==> src/rtl/scan_decoder_pkg.sv <==
// Shared types and helpers for the scan_decoder slice.
// Pure declarations: no latency, no flow control.
package scan_decoder_pkg;

  typedef enum logic [1:0] {
    IDLE   = 2'd0,
    DIRECT = 2'd1,
    SCAN   = 2'd2
  } state_e;

  localparam logic MODE_DIRECT = 1'b0;
  localparam logic MODE_SCAN   = 1'b1;

  function automatic int nout(input int addr_w);
    return 1 << addr_w;
  endfunction

endpackage

==> src/rtl/scan_decoder_onehot_decode.sv <==
// Generalised N-to-2^N one-hot decoder with enable; all-zero when disabled.
// Combinational, zero latency; no flow control.
module onehot_decode
  import scan_decoder_pkg::*;
#(
  parameter  int ADDR_W = 2,
  localparam int NOUT   = nout(ADDR_W)
) (
  input  logic [ADDR_W-1:0] addr,
  input  logic              en,
  output logic [NOUT-1:0]   onehot
);

  always_comb begin
    onehot = '0;
    if (en) onehot[addr] = 1'b1;
  end

endmodule

==> src/rtl/scan_decoder.sv <==
// Registered one-hot select: direct address hold or dwell-timed scan (ping-pong with SCAN_BOUNCE_EN).
// One cycle from sampled strobe to out/cur_addr; enable low blanks out and freezes the scan, no backpressure.
module scan_decoder
  import scan_decoder_pkg::*;
#(
  parameter  int ADDR_W  = 2,
  parameter  int DWELL_W = 4,
  localparam int NOUT    = nout(ADDR_W)
) (
  input  logic               clk,
  input  logic               rst_n,
  input  logic               enable,
  input  logic               mode,
  input  logic [ADDR_W-1:0]  address,
  input  logic               load,
  input  logic               start,
  input  logic               stop,
  input  logic [DWELL_W-1:0] dwell,
  output logic [NOUT-1:0]    out,
  output logic [ADDR_W-1:0]  cur_addr,
  output logic               busy,
  output logic               wrap
);

  localparam logic [ADDR_W-1:0] ADDR_MAX = {ADDR_W{1'b1}};

  state_e             state_q, state_d;
  logic [ADDR_W-1:0]  addr_d;
  logic [DWELL_W-1:0] cnt_q, cnt_d;
  logic [DWELL_W-1:0] dwell_q, dwell_d;
  logic               wrap_d;
  logic [NOUT-1:0]    out_d;

`ifdef SCAN_BOUNCE_EN
  logic dir_q, dir_d;   // 1 = counting up
  logic up_eff;
`endif

  always_comb begin
    state_d = state_q;
    addr_d  = cur_addr;
    cnt_d   = cnt_q;
    dwell_d = dwell_q;
    wrap_d  = 1'b0;
`ifdef SCAN_BOUNCE_EN
    dir_d   = dir_q;
    up_eff  = 1'b1;
`endif
    case (state_q)
      IDLE: begin
        if (!stop) begin
          if (load && mode == MODE_DIRECT) begin
            state_d = DIRECT;
            addr_d  = address;
          end else if (start && mode == MODE_SCAN) begin
            state_d = SCAN;
            addr_d  = address;
            cnt_d   = dwell;
            dwell_d = dwell;
`ifdef SCAN_BOUNCE_EN
            dir_d   = 1'b1;
`endif
          end
        end
      end
      DIRECT: begin
        if (stop)      state_d = IDLE;
        else if (load) addr_d  = address;
      end
      SCAN: begin
        if (stop) begin
          state_d = IDLE;
        end else if (enable) begin
          if (cnt_q == '0) begin
            cnt_d = dwell_q;
`ifdef SCAN_BOUNCE_EN
            // A scan started at an end point must step away from it first.
            up_eff = dir_q ? (cur_addr != ADDR_MAX) : (cur_addr == '0);
            if (up_eff) begin
              addr_d = cur_addr + 1'b1;
              wrap_d = (addr_d == ADDR_MAX);
              dir_d  = !wrap_d;
            end else begin
              addr_d = cur_addr - 1'b1;
              wrap_d = (addr_d == '0);
              dir_d  = wrap_d;
            end
`else
            addr_d = cur_addr + 1'b1;
            wrap_d = (cur_addr == ADDR_MAX);
`endif
          end else begin
            cnt_d = cnt_q - 1'b1;
          end
        end
      end
      default: state_d = IDLE;
    endcase
  end

  onehot_decode #(.ADDR_W(ADDR_W)) u_decode (
    .addr   (addr_d),
    .en     (enable && (state_d != IDLE)),
    .onehot (out_d)
  );

  always_ff @(posedge clk or negedge rst_n) begin
    if (!rst_n) begin
      state_q  <= IDLE;
      cur_addr <= '0;
      cnt_q    <= '0;
      dwell_q  <= '0;
      out      <= '0;
      busy     <= 1'b0;
      wrap     <= 1'b0;
    end else begin
      state_q  <= state_d;
      cur_addr <= addr_d;
      cnt_q    <= cnt_d;
      dwell_q  <= dwell_d;
      out      <= out_d;
      busy     <= (state_d == SCAN);
      wrap     <= wrap_d;
    end
  end

`ifdef SCAN_BOUNCE_EN
  always_ff @(posedge clk or negedge rst_n) begin
    if (!rst_n) dir_q <= 1'b1;
    else        dir_q <= dir_d;
  end
`endif

endmodule

==> config.mk <==
export PLATFORM = sky130hd
export DESIGN_NAME = scan_decoder
export DESIGN_NICKNAME = d
export VERILOG_FILES = /design/src/rtl/scan_decoder_pkg.sv /design/src/rtl/scan_decoder_onehot_decode.sv /design/src/rtl/scan_decoder.sv
export SDC_FILE = /design/constraint.sdc
export NUM_CORES = 1
export LEC_CHECK = 0
export CAP_MARGIN = 20
export CORE_UTILIZATION = 35
export DETAILED_ROUTE_END_ITERATION = 8
export PLACE_DENSITY = 0.66
export SYNTH_ARGS = -nofsm -noshare
export SYNTH_HDL_FRONTEND = slang
export SYNTH_SLANG_ARGS = --single-unit
==> constraint.sdc <==
create_clock -name clk -period 1.64 [get_ports clk]
set_input_delay 0.328 -clock clk [delete_from_list [all_inputs] [get_ports clk]]
set_output_delay 0.328 -clock clk [all_outputs]
set_load 0.01 [all_outputs]
Word level (Yosys, flattened, before mapping)

Cells that the tools add are included.

Memories kept: 0
Register bits: 18
Word-level logic and storage cells: 62
Output and inout port bits: 8
Bits of input ports: 13
Latch bits: 0
RAM bits: 0
Bits in read-only memories: 0

Div/mod/pow operators: 0
Reduce and logical (&&, ||, !) cells: 11
Shifts and indexed selects: 0
Add/sub/neg operators: 2
Bitwise gates (word level): 3
Multiply operators: 0
Order comparisons: 2
Equal/unequal tests: 9
Multiplexer cells: 28

Operator list:

| cell                | number |
|---|---|
| $mux 4              | 7 |
| $mux 2              | 12 |
| $ne 2x2->1 const B  | 5 |
| $pmux 4 s2          | 1 |
| $eq 2x2->1 const B  | 3 |
| $pmux 2 s3          | 1 |
| $reduce_and 6->1    | 1 |
| $mux 1              | 5 |
| $logic_and 1x1->1   | 4 |
| $logic_not 4->1     | 1 |
| $pmux 2 s2          | 1 |
| $reduce_and 4->1    | 1 |
| $reduce_bool 2->1   | 2 |
| $sub 4x1->4 const B | 1 |
| $lt 2x3->1 const B  | 1 |
| $not 1->1           | 3 |
| $add 2x1->2 const B | 1 |
| $demux 1 s2         | 1 |
| $eq 2x1->1 const B  | 1 |
| $ge 2x1->1 const B  | 1 |
| $logic_not 2->1     | 1 |
| $reduce_or 2->1     | 1 |

Logic depth before layout (Yosys ltp)

Gate-level depths: netlist of the first run.

Depth after elaboration: 10
Gate-level depth with buffers: 9
Mapped depth without buffers: 8

Cells and area by module

A second synthesis of the first run with hierarchy kept.

Cells, all modules: 99
Area total of the unflattened synthesis: 1047.3 sq um

By module, submodules not included:

| module        | seq. area each (sq um) | cells each | times used | area each (sq um) |
|---|---|---|---|---|
| scan_decoder  | 450.4                  | 95         | 1          | 1009.7 |
| onehot_decode | 0.0                    | 4          | 1          | 37.5 |

Worst setup path after synthesis of the first run

OpenSTA, ideal clock, no wires.

Kind: reg-to-reg
From: register cnt_q[0]
To: register out[2]
Buffers on the path: 0
Required time: 1.507 ns
Cell stages (with the launch flop): 8
Library setup time: 0.133 ns
Data arrival time: 1.627 ns
Period minus slack after synthesis: 1.761 ns
Path slack: -0.121 ns
Path through: dfrtp_1 > inv_1 > ha_1 > nor3b_4 > a21oi_2 > a41o_1 > a211o_1 > nor3b_1

Word-level cells in the longest chain between the ends: 10
Elaborated cells on any way between the ends: 11
Those cells by class: order compare: 2; mux: 7; reduce/logical: 2

RTL lines:

| element                                                        | RTL line                         | RTL |
|---|---|---|
| start: declaration                                             | scan_decoder.sv:29               | `logic [DWELL_W-1:0] cnt_q, cnt_d;` |
| start signal: assignment                                       | scan_decoder.sv:119              | `cnt_q <= cnt_d;` |
| $logic_not 4->1 *                                              | scan_decoder.sv:74               | `if (cnt_q == '0) begin` |
| $mux 2 *                                                       | scan_decoder.sv:74               |  |
| $mux 2 *                                                       | scan_decoder.sv:73               | `end else if (enable) begin` |
| $mux 2 *                                                       | scan_decoder.sv:71               | `if (stop) begin` |
| $pmux 2 s3 *                                                   | scan_decoder.sv:49               | `case (state_q)` |
| via addr_d[1]                                                  | scan_decoder.sv:28               | `logic [ADDR_W-1:0] addr_d;` |
| $lt 2x3->1 (implied by the code) or $ge 2x1->1 (tied branches) | scan_decoder_onehot_decode.sv:16 | `if (en) onehot[addr] = 1'b1;` |
| $logic_and 1x1->1 (implied by the code)                        | scan_decoder_onehot_decode.sv:16 |  |
| $mux 1 (implied by the code)                                   | scan_decoder_onehot_decode.sv:16 |  |
| $demux 1 s2 *                                                  | -                                |  |
| $mux 4 *                                                       | scan_decoder_onehot_decode.sv:16 |  |
| via out_d[2]                                                   | scan_decoder.sv:32               | `logic [NOUT-1:0] out_d;` |
| end signal: assignment                                         | scan_decoder.sv:121              | `out <= out_d;` |
| end: declaration                                               | scan_decoder.sv:19               | `output logic [NOUT-1:0] out,` |

Mark *: on every way through the listed nets, which the timed path passes. The rest lies on a longest branch.
A chain may end at the register's enable or synchronous reset.

Worst setup path in the final report of the first run

Ends and elaborated chain as after synthesis.

==> run summary, run 1 <==
The overall die height is 57.5 um, and the routability-driven placement congestion ratio is 0.834. The achievable frequency was 0.558 GHz. The logs give 4370 um for the first-pass GRT wire length and 1026 for the number of global-route vias before repair.

Summing over every cut layer, the via total after detailed routing is 1013. In this run the power spent charging and discharging nets is 0.968 mW. The category of the critical setup timing path was reg2reg. The required arrival time at the worst endpoint is 1.83 ns. The placed instances occupy a cell area of 1520 um^2.

Initial core utilization: 38.1%. Synthesis produced a netlist with a net count of 130. For the I/O pin count, the log shows 21. Global routing used 20.9% of the available met1 tracks. The number of failing hold endpoints at the final stage is 0. The leading cell type in the layout, fill and taps excluded was sky130_fd_sc_hd__buf_4.

After clock tree synthesis, the clock-pin slew on the worst setup and hold paths is 0.10 ns. The count of nets after finishing is 185, and the average via count per standard cell is 5.19. The run gives 2 as the number of buffers on the longest clock path. The number of optimization iterations in the first detailed-route pass came out at 6. For the overall overflow remaining after global route, the log shows 0.

The count of nets left with antenna violations once routing finished came out at 0. Synthesis produced 111 cells. For this block, the initial DRC count from the detailed router was 28.

In this run the tightest slew margin relative to its limit is 78.0%. The tools report the sum of net half-perimeters after detailed placement as 1900 um. Leaving out fill and tap cells, the most frequent cells in the layout are sky130_fd_sc_hd__buf_4, sky130_fd_sc_hd__dfrtp_1, sky130_fd_sc_hd__clkdlybuf4s50_1, sky130_fd_sc_hd__o21ai_0. The mean post-synth cell area is 9.72 um^2, and the final count of negative-setup-slack endpoints is 5. Counting flops and latches in the post-synthesis netlist gives 18. The run gives 0 as the number of antenna violations at the first check in global routing.

The clock buffer count from CTS was 3. The proportion of total power due to net switching is 37.4%, and the synthesis warning total is 0. Sequential cells were found to cover 41.8% of the synthesized design area.

Setup repair after global routing could not meet its margin everywhere. The share of total power dissipated in sequential elements is 27.8%. The final reports fail on DRC, setup timing.

The post-detailed-routing wire length is 2680 um, and the final instance area is 1700 um^2. Signed area change from the synthesized netlist to the final layout: 57.3%. The power density of the placed cells was 1520 nW/um^2. Number of violations of the max-capacitance limit: 0. For the cell area after synthesis, the log shows 1080 um^2. From left edge to right edge, the die measures 57.5 um. The region available for standard cell placement spans 2830 um^2. Launch instance of the worst register-to-register path: cnt_q[0]. The row count was 19; the share of final-layout standard cells stronger than drive strength 1 was 40.2%.

The maximum net fanout on the critical path is 5, and the clock sink count is 18. The overall power after layout came out at 2.59 mW. VDD sags by at most 0.866 mV.

The clock reaches the later pin of the worst-skew pair after 0.29 ns. Final-report max-slew violation count: 0. The type of the worst min-delay path is in2async. For the worst setup slack for register-to-register paths, the log shows -0.15 ns. The most utilized layer in the global route result is met2. The global routing usage on met3 was 5.67%; the combinational power share was 63.8%. The tree is rooted in a sky130_fd_sc_hd__clkbuf_4. The flow ran to the end, but the final reports show violations.

For the share of power burned in the clock network, the log shows 8.3%. The number of buffers added on ports works out to 20. For met2 alone, demand over resource in global routing was 29.4%. The final hold slack was 0.356 ns. After layout, the worst path uses 109% of the clock period. The run gives 1 as the total number of H-tree levels. After detailed routing, the average wire length per cell comes to 13.8 um. The signal arrival time at the worst endpoint is 1.98 ns.

In this run the static leakage power is 0.754 nW. The floorplan step defined a die boundary enclosing 3310 um^2. TritonCTS built the clock tree. Internal power comes to 1.62 mW.

The tools report the remaining design rule violation count as 1. The worst setup path is captured at a register. The repair_antennas step left the layout with diodes totalling 0. The worst setup path is launched from a register. The smallest setup slack after layout was -0.152 ns; the slew of the pin with the lowest slew margin was 0.329 ns.

The time the worst path needs with I/O delays and setup was 1.79 ns. Tracing the worst setup path back leads to its startpoint at cnt_q[0]. The total negative slack for setup checks is -0.547 ns, and the all-layer global routing usage is 17.1%. Entering global routing, the biggest net connects 19 pins. For the final database, setup skew stands at 0.00799 ns. Fill cells in the final layout number 251.

The synthesized netlist contains 39 unique library cells.
## worst max-delay path, stage by stage, from the launching register on
cell	delay (ns)
sky130_fd_sc_hd__dfrtp_1	0.41
sky130_fd_sc_hd__inv_2	0.09
sky130_fd_sc_hd__ha_4	0.13
sky130_fd_sc_hd__nor3b_4	0.31
sky130_fd_sc_hd__a21oi_2	0.09
sky130_fd_sc_hd__a41o_1	0.20
sky130_fd_sc_hd__a211o_1	0.29
sky130_fd_sc_hd__nor3b_2	0.17
## logic make-up (layout without fill, tap and decap cells)
family | count (synthesis) | count (layout) | synth area share (%)
simple gates | 33 | 33 | 17.7
mux | 8 | 8 | 7.89
buf+inv | 13 | 66 | 4.76
compound gates | 33 | 33 | 20.9
flops | 18 | 18 | 41.8
fa+ha+maj | 6 | 6 | 6.96
## worst paths after layout
kind / to / cells past startpoint
max in group asynchronous: state_q[0] / 2
min in group clk: dwell_q[1] / 1
max: out[2] / 7
max reg2reg: out[2] / 7
min: dwell_q[1] / 2
min reg2reg: dwell_q[1] / 1
## registers in the layout (all words and copies together) (netlist names)
register  count
cnt_q         4
wrap          1
out           4
busy          1
state_q       2
cur_addr      2
dwell_q       4
## Yosys cell counts (all sizes together)
master / n / area [um^2]
a211o: 1 / 8.76
a211oi: 1 / 12.5
a21boi: 2 / 15.0
a21o: 1 / 7.51
a21oi: 8 / 43.8
a22o: 1 / 8.76
a41o: 1 / 10.0
and2: 3 / 20.0
and3: 1 / 6.26
buf: 2 / 10.0
clkbuf: 1 / 3.75
dfrtp: 18 / 450
ha: 6 / 75.1
inv: 10 / 37.5
mux2: 4 / 45.0
mux2i: 4 / 40.0
nand2: 5 / 18.8
nand2b: 2 / 12.5
nand3: 3 / 15.0
nand3b: 1 / 7.51
nand4b: 1 / 8.76
nor2: 6 / 22.5
nor2b: 4 / 25.0
nor3: 3 / 15.0
nor3b: 3 / 33.8
o2111ai: 1 / 8.76
o211a: 1 / 10.0
o211ai: 3 / 22.5
o21a: 1 / 7.51
o21ai: 9 / 45.0
o221ai: 1 / 8.76
o22ai: 1 / 6.26
o2bb2a: 1 / 10.0
or2: 1 / 6.26
## layout make-up
| class | count | area [um^2] | share of cell area [%] |
|---|---|---|---|
| Multi-Input combinational cell | 80 | 694 | 40.9 |
| Sequential cell | 18 | 450 | 26.5 |
| Tap cell | 31 | 38.8 | 2.29 |
| Inverter | 10 | 37.5 | 2.21 |
| Clock buffer | 3 | 22.5 | 1.33 |
| Timing Repair Buffer | 53 | 453 | 26.7 |
## routing by layer
metal / part of all wire [%] / wire length (um)
met4: 0.37 / 10
met5: 0 / 0
met2: 53 / 1420
met1: 43 / 1140
met3: 4.1 / 111
## power by group through the flow
stage	registers, mW	clock network (mW)	logic [mW]
finish	0.720	0.215	1.65
global route	0.742	0.246	1.82
CTS	0.713	0.228	1.43
detailed placement	0.720	0	1.33
global placement	0.716	0	1.31
floorplan	0.751	0	0.656
## per-stage QoR
step	instances	setup slack [ns]	utilization, %
after floorplan	111	-0.103	-
after global placement	188	-0.410	53.9
after detailed placement	188	-0.457	53.9
after CTS	192	-0.136	56.5
after global routing	195	-0.235	60.0
final	195	-0.152	60.0
## timing repair
item                                    in CTS  in global routing
pin swaps                                    4                  5
setup buffers                                1                  3
endpoints found under the setup margin       7                 12
hold buffers                                 0                  0
gates resized for setup                     14                 20
Note: power is estimated with default switching activity, not from simulation.
==> run 2: changes to the inputs <==
--- a/config.mk
+++ b/config.mk
@@ -6,9 +6,9 @@
 export NUM_CORES = 1
 export LEC_CHECK = 0
 export CAP_MARGIN = 20
-export CORE_UTILIZATION = 35
+export CORE_UTILIZATION = 41
 export DETAILED_ROUTE_END_ITERATION = 8
-export PLACE_DENSITY = 0.66
+export PLACE_DENSITY = 0.74
 export SYNTH_ARGS = -nofsm -noshare
 export SYNTH_HDL_FRONTEND = slang
 export SYNTH_SLANG_ARGS = --single-unit
==> run summary, run 2 (same netlist as run 1, synthesis figures left out) <==
The biggest cell delay along the critical path is 0.40 ns (was 0.41 ns). The category of the critical setup timing path is reg2reg (unchanged). The critical path buffer and inverter count was 1 (unchanged).

The number of buffers added on ports was 20 (unchanged); the cell area after placement was 1520 um^2 (about the same). The overall overflow remaining after global route was 0 (unchanged). Antenna diode instance count: 0 (unchanged). The required arrival time at the worst endpoint came out at 1.84 ns (was 1.83 ns).

Final count of negative-setup-slack endpoints: 5 (unchanged). Sum of net half-perimeters after detailed placement: 1920 um (was 1900 um). For the setup clock skew after layout, the log shows 0.00105 ns (was 0.00799 ns).

CP Cell Sequence: inv_2, ha_4, nor3b_4, a21oi_2, a41o_1, a211o_1, nor3b_2 (unchanged). Largest registers: cnt_q x4, dwell_q x4, out x4 (unchanged). The die outline width is 53.3 um (was 57.5 um). The run gives 77.8% (was 78.0%) as the max-slew headroom at the worst pin. The insertion delay of the later-clocked pin in the worst-skew pair is 0.30 ns (was 0.29 ns), and the clock buffer count from CTS is 3 (unchanged). The worst setup slack for register-to-register paths is -0.14 ns (was -0.15 ns).

The placed instance count came out at 186 (was 188). The total negative slack for setup checks was -0.546 ns (was -0.547 ns); the proportion of total power due to net switching was 37.0% (was 37.4%). The cell at the root of the clock tree is sky130_fd_sc_hd__clkbuf_4 (unchanged).

Achievable frequency: 0.562 GHz (was 0.558 GHz). The flow ran to the end, but the final reports show violations. The signed area change from the synthesized netlist to the final layout works out to 55.7% (was 57.3%).

The violation count after the first detailed-route iteration is 12 (was 28), and the switching power is 0.953 mW (was 0.968 mW). For the final core area utilization, the log shows 67.8% (was 60.0%). For the initial core utilization, the log shows 43.5% (was 38.1%). For the overall power after layout, the log shows 2.57 mW (was 2.59 mW).

The worst ir drop on vdd was 1.07 mV (was 0.866 mV); the number of violations of the max-capacitance limit was 0 (unchanged). The share of the clock period used by the worst path after layout works out to 108% (was 109%). The number of buffers on the longest clock path came out at 2 (unchanged).

The average via count per standard cell is 5.25 (was 5.19). The cell family contributing the most delay on the critical path was compound AO/OA/AOI/OAI gates (unchanged). The clock-pin slew of the registers on the worst-case setup and hold paths is 0.10 ns (about the same), and the maximum net fanout on the critical path is 5 (unchanged).

The overall die height came out at 53.3 um (was 57.5 um). The pin count of the biggest net entering global routing is 19 (unchanged). The slew of the pin with the lowest slew margin works out to 0.332 ns (was 0.329 ns).

The overall die area came out at 2840 um^2 (was 3310 um^2). The run gives 1680 um^2 (was 1700 um^2) as the final instance area. The final-report max-slew violation count came out at 0 (unchanged).

The smallest setup slack after layout was -0.138 ns (was -0.152 ns). The final routed wire length divided by cell count was 13.7 um (was 13.8 um); the time the worst path needs with I/O delays and setup was 1.78 ns (was 1.79 ns). The number of nets still failing antenna checks after routing was 0 (unchanged). The run gives 0 (was 1) as the remaining design rule violation count. The number of vias in the routed layout came out at 1018 (was 1013). For the total internal power, the log shows 1.62 mW (about the same).

Setup repair after global routing could not meet its margin everywhere. Most frequent cells in the layout: sky130_fd_sc_hd__buf_4, sky130_fd_sc_hd__dfrtp_1, sky130_fd_sc_hd__clkdlybuf4s50_1, sky130_fd_sc_hd__o21ai_0 (unchanged). Launch instance of the worst register-to-register path: cnt_q[0] (unchanged). For the routability-driven placement congestion ratio, the log shows 0.859 (was 0.834). Failing checks: setup timing (was DRC, setup timing).

Power density of the placed cells: 1530 nW/um^2 (was 1520 nW/um^2). The run gives 18 (was 19) as the row count. For the sequential share of power, the log shows 28.2% (was 27.8%).

The tools report the combinational power share as 61.0% (was 63.8%). TritonCTS built the clock tree. The number of antenna violations at the first check in global routing was 0 (unchanged).

The first-pass GRT wire length was 4280 um (was 4370 um); the depth of the worst register-to-register path was 7 (unchanged). The type of the worst min-delay path was in2async (unchanged). The number of non-filler instances in the completed layout was 194 (was 195). The number of failing hold endpoints at the final stage was 0 (unchanged); the count of nets after finishing was 184 (was 185). The slowest library cell on the worst path was sky130_fd_sc_hd__dfrtp_1 (unchanged). Type of element capturing the critical path: a register (unchanged). The category of the worst setup path launch point was a register (unchanged).

The run gives 2480 um^2 (was 2830 um^2) as the placeable core area. The reg-to-reg endpoint is out[2] (unchanged). The number of hold buffers added after CTS is 0 (unchanged), and the final hold slack is 0.353 ns (was 0.356 ns). The share of final-layout standard cells stronger than drive strength 1 works out to 39.0% (was 40.2%).

The number of optimization iterations in the first detailed-route pass was 4 (was 6). The total number of H-tree levels was 1 (unchanged); the share of power burned in the clock network was 10.8% (was 8.3%). The run gives 1052 (was 1026) as the number of global-route vias before repair. The signal arrival time at the worst endpoint was 1.98 ns (about the same). The minimum setup slack after placement was -0.414 ns (was -0.457 ns).

For the post-detailed-routing wire length, the log shows 2670 um (was 2680 um). For the all-layer global routing usage, the log shows 21.3% (was 17.1%). The clock sink count is 18 (unchanged), and the leakage power summed over all cells is 0.759 nW (was 0.754 nW). For the I/O pin count, the log shows 21 (unchanged). The leading cell type in the layout, fill and taps excluded was sky130_fd_sc_hd__buf_4 (unchanged).
[run 2: what timing repair did]
item,4_1_cts,5_1_grt
gates resized for setup,16,13
pin swaps,6,4
gates cloned,0,0
buffers inserted,4,1
endpoints found under the setup margin,13,12
[run 2: worst max-delay path by stage]
| stage | startpoint | end | slack (ns) | cells after the start |
|---|---|---|---|---|
| floorplan | cnt_q[0] | out[2] | -0.10 | 7 |
| global placement | stop | out[1] | -0.37 | 7 |
| detailed placement | stop | out[1] | -0.41 | 7 |
| CTS | cnt_q[0] | out[2] | -0.12 | 7 |
| global route | cnt_q[1] | out[2] | -0.21 | 7 |
| finish | cnt_q[0] | out[2] | -0.14 | 7 |
[run 2: layout make-up]
cell class | instances | area, um^2
multi-input combinational | 80 | 673
fill | 216 | 798
clock buffer | 4 | 36.3
tap | 30 | 37.5
timing repair buffer | 52 | 444
inverter | 10 | 37.5
sequential | 18 | 450
[run 2: power by group through the flow]
stage / logic (mW) / clock network, mW / registers (mW)
finish: 1.57 / 0.278 / 0.726
floorplan: 0.656 / 0 / 0.751
detailed placement: 1.30 / 0 / 0.727
CTS: 1.46 / 0.286 / 0.725
global placement: 1.27 / 0 / 0.722
global route: 1.71 / 0.308 / 0.744
[run 2: metal layers]
metal / track usage [%] / vias up / wire [um]
met3: 5.75 / 5 / 124
met2: 40.2 / 17 / 1390
met5: 0 / - / 0
li1: - / 504 / -
met1: 22.4 / 492 / 1120
met4: 6.58 / 0 / 27
==> run 3: changes to the inputs <==
--- a/config.mk
+++ b/config.mk
@@ -9,6 +9,7 @@
 export CORE_UTILIZATION = 41
 export DETAILED_ROUTE_END_ITERATION = 8
 export PLACE_DENSITY = 0.74
+export REMOVE_ABC_BUFFERS = 1
 export SYNTH_ARGS = -nofsm -noshare
 export SYNTH_HDL_FRONTEND = slang
 export SYNTH_SLANG_ARGS = --single-unit
==> run summary, run 3 (same netlist as run 1, synthesis figures left out) <==
The all-layer global routing usage came out at 20.9% (was 21.3%). The share of final-layout standard cells stronger than drive strength 1 was 38.7% (was 39.0%). The category of the worst setup path launch point is an input port (was a register).

The average via count per standard cell works out to 5.38 (was 5.25). The count of nets after finishing is 183 (was 184). The run finished, with violations left. The worst setup slack for register-to-register paths is -0.14 ns (about the same), and the number of non-filler instances in the completed layout is 193 (was 194). Most frequent cells in the layout: sky130_fd_sc_hd__buf_4, sky130_fd_sc_hd__dfrtp_1, sky130_fd_sc_hd__clkdlybuf4s50_1, sky130_fd_sc_hd__o21ai_0 (unchanged). The first-pass GRT wire length came out at 4280 um (about the same).

The logs give 0.549 GHz (was 0.562 GHz) for the achievable frequency and 0 (unchanged) for the number of failing hold endpoints at the final stage. The number of optimization iterations in the first detailed-route pass was 5 (was 4); the smallest setup slack after layout was -0.181 ns (was -0.138 ns). The tools report the setup clock skew after layout as 0.00504 ns (was 0.00105 ns). The required arrival time at the worst endpoint was 1.86 ns (was 1.84 ns). The routability-driven placement congestion ratio is 0.871 (was 0.859), and the final count of negative-setup-slack endpoints is 5 (unchanged). TritonCTS built the clock tree. Number of violations of the max-capacitance limit: 0 (unchanged).

The run gives 0 (unchanged) as the final-report max-slew violation count. The post-detailed-routing wire length came out at 2750 um (was 2670 um). The slew of the pin with the lowest slew margin works out to 0.319 ns (was 0.332 ns). The cell at the root of the clock tree is sky130_fd_sc_hd__clkbuf_4 (unchanged). The run gives 188 (was 216) as the number of inserted filler cells in the final layout. The leading cell type in the layout, fill and taps excluded was sky130_fd_sc_hd__buf_4 (unchanged).

The max-slew headroom at the worst pin is 78.7% (was 77.8%). The total negative slack for setup checks was -0.597 ns (was -0.546 ns); the number of nets still failing antenna checks after routing was 0 (unchanged). The row count was 18 (unchanged); the cell area after placement was 1490 um^2 (was 1520 um^2).

The remaining design rule violation count is 0 (unchanged). The total number of H-tree levels is 1 (unchanged). CP Cell Sequence: clkdlybuf4s50_1, nor2b_2, buf_4, a21oi_1, a21oi_1, o211ai_1, buf_4, nor3b_2 (was inv_2, ha_4, nor3b_4, a21oi_2, a41o_1, a211o_1, nor3b_2). The number of buffers added on ports works out to 20 (unchanged). The share of the clock period used by the worst path after layout was 111% (was 108%).

The antenna diode instance count is 0 (unchanged), and the maximum net fanout on the critical path is 4 (was 5). The overall overflow remaining after global route was 0 (unchanged); the biggest cell delay along the critical path was 0.57 ns (was 0.40 ns). The run gives 43.5% (unchanged) as the initial core utilization. The signed area change from the synthesized netlist to the final layout was 55.3% (was 55.7%). The signal arrival time at the worst endpoint was 2.04 ns (was 1.98 ns); the time the worst path needs with I/O delays and setup was 1.82 ns (was 1.78 ns). The clock sink count is 18 (unchanged), and the number of antenna violations at the first check in global routing is 0 (unchanged). The tools report the placeable core area as 2480 um^2 (unchanged).

The clock-pin slew of the registers on the worst-case setup and hold paths is 0.11 ns (was 0.10 ns), and the worst ir drop on vdd is 0.979 mV (was 1.07 mV). The overall die height is 53.3 um (unchanged). Overall die area: 2840 um^2 (unchanged). The tools report the number of hold buffers added after CTS as 0 (unchanged). The die outline width came out at 53.3 um (unchanged). The number of buffers on the longest clock path was 2 (unchanged). Failing checks: setup timing (unchanged). The I/O pin count is 21 (unchanged), and the leakage power summed over all cells is 0.754 nW (was 0.759 nW).

The logs give 0.30 ns (about the same) for the insertion delay of the later-clocked pin in the worst-skew pair and 2.62 mW (was 2.57 mW) for the overall power after layout. The final core area utilization was 67.6% (was 67.8%). The type of the worst min-delay path was in2async (unchanged).

The final instance area came out at 1680 um^2 (about the same). Category of the critical setup timing path: in2reg (was reg2reg). Setup repair after global routing could not meet its margin everywhere. Number of vias in the routed layout: 1039 (was 1018). The pin count of the biggest net entering global routing is 19 (unchanged). The slowest library cell on the worst path is sky130_fd_sc_hd__clkdlybuf4s50_1 (was sky130_fd_sc_hd__dfrtp_1). Power density of the placed cells: 1570 nW/um^2 (was 1530 nW/um^2). The tools report the placed instance count as 183 (was 186). Largest registers: cnt_q x4, dwell_q x4, out x4 (unchanged). The final routed wire length divided by cell count was 14.2 um (was 13.7 um); the sum of net half-perimeters after detailed placement was 1930 um (was 1920 um). The run gives 3 (unchanged) as the clock buffer count from CTS.

The number of global-route vias before repair is 1020 (was 1052). The run gives 26 (was 12) as the violation count after the first detailed-route iteration. The type of element capturing the critical path was a register (unchanged).
[run 3: per-stage QoR]
step                hold slack (ns)  worst slack, ns
finish                        0.350           -0.181
global route                  0.382           -0.242
CTS                           0.361           -0.113
detailed placement            0.498           -0.406
global placement              0.493           -0.311
floorplan                    0.0324           -0.190
[run 3: layout make-up]
cell class	count	area, um^2	share of cell area [%]
sequential	18	450	26.9
inverter	10	37.5	2.24
tap	30	37.5	2.24
multi-input combinational	80	672	40.1
clock buffer	4	36.3	2.17
timing repair buffer	51	442	26.4
[run 3: timing repair]
action	4_1_cts	5_1_grt
setup buffers	2	5
pin swaps	2	5
hold endpoints to repair	0	0
resized for setup	10	19
setup endpoints to repair	10	11
gates cloned	0	0
[run 3: per-layer routing]
metal  vias up  global-route usage [%]  share of wire (%)
li1        498                       -                  -
met1       497                    23.1                 41
met2        38                    38.5                 52
met3         6                    4.02                4.9
met4         0                    7.89                2.1
met5         -                       0                  0
[run 3: power by group]
part           switching [mW]  internal [mW]  leakage (nW)  total, mW
Clock                   0.147          0.135        0.0210      0.282
Sequential              0.117          0.610         0.228      0.727
Combinational           0.715          0.899         0.505       1.61
Total                   0.979           1.64         0.754       2.62
[run 3: critical path: cells and delay by family]
family / cells / cell delay (ns)
buffers and inverters: 3 / 0.88
AO/OA/AOI/OAI: 3 / 0.39
AND/OR/NAND/NOR: 2 / 0.43
[run 3: worst paths after layout]
path                       cells past startpoint       start          to
max                                            8        load      out[2]
min                                            2       rst_n    cnt_q[1]
max reg2reg                                    7    cnt_q[0]      out[2]
min reg2reg                                    1  dwell_q[1]  dwell_q[1]
max in group asynchronous                      2       rst_n      out[2]
min in group clk                               1  dwell_q[1]  dwell_q[1]
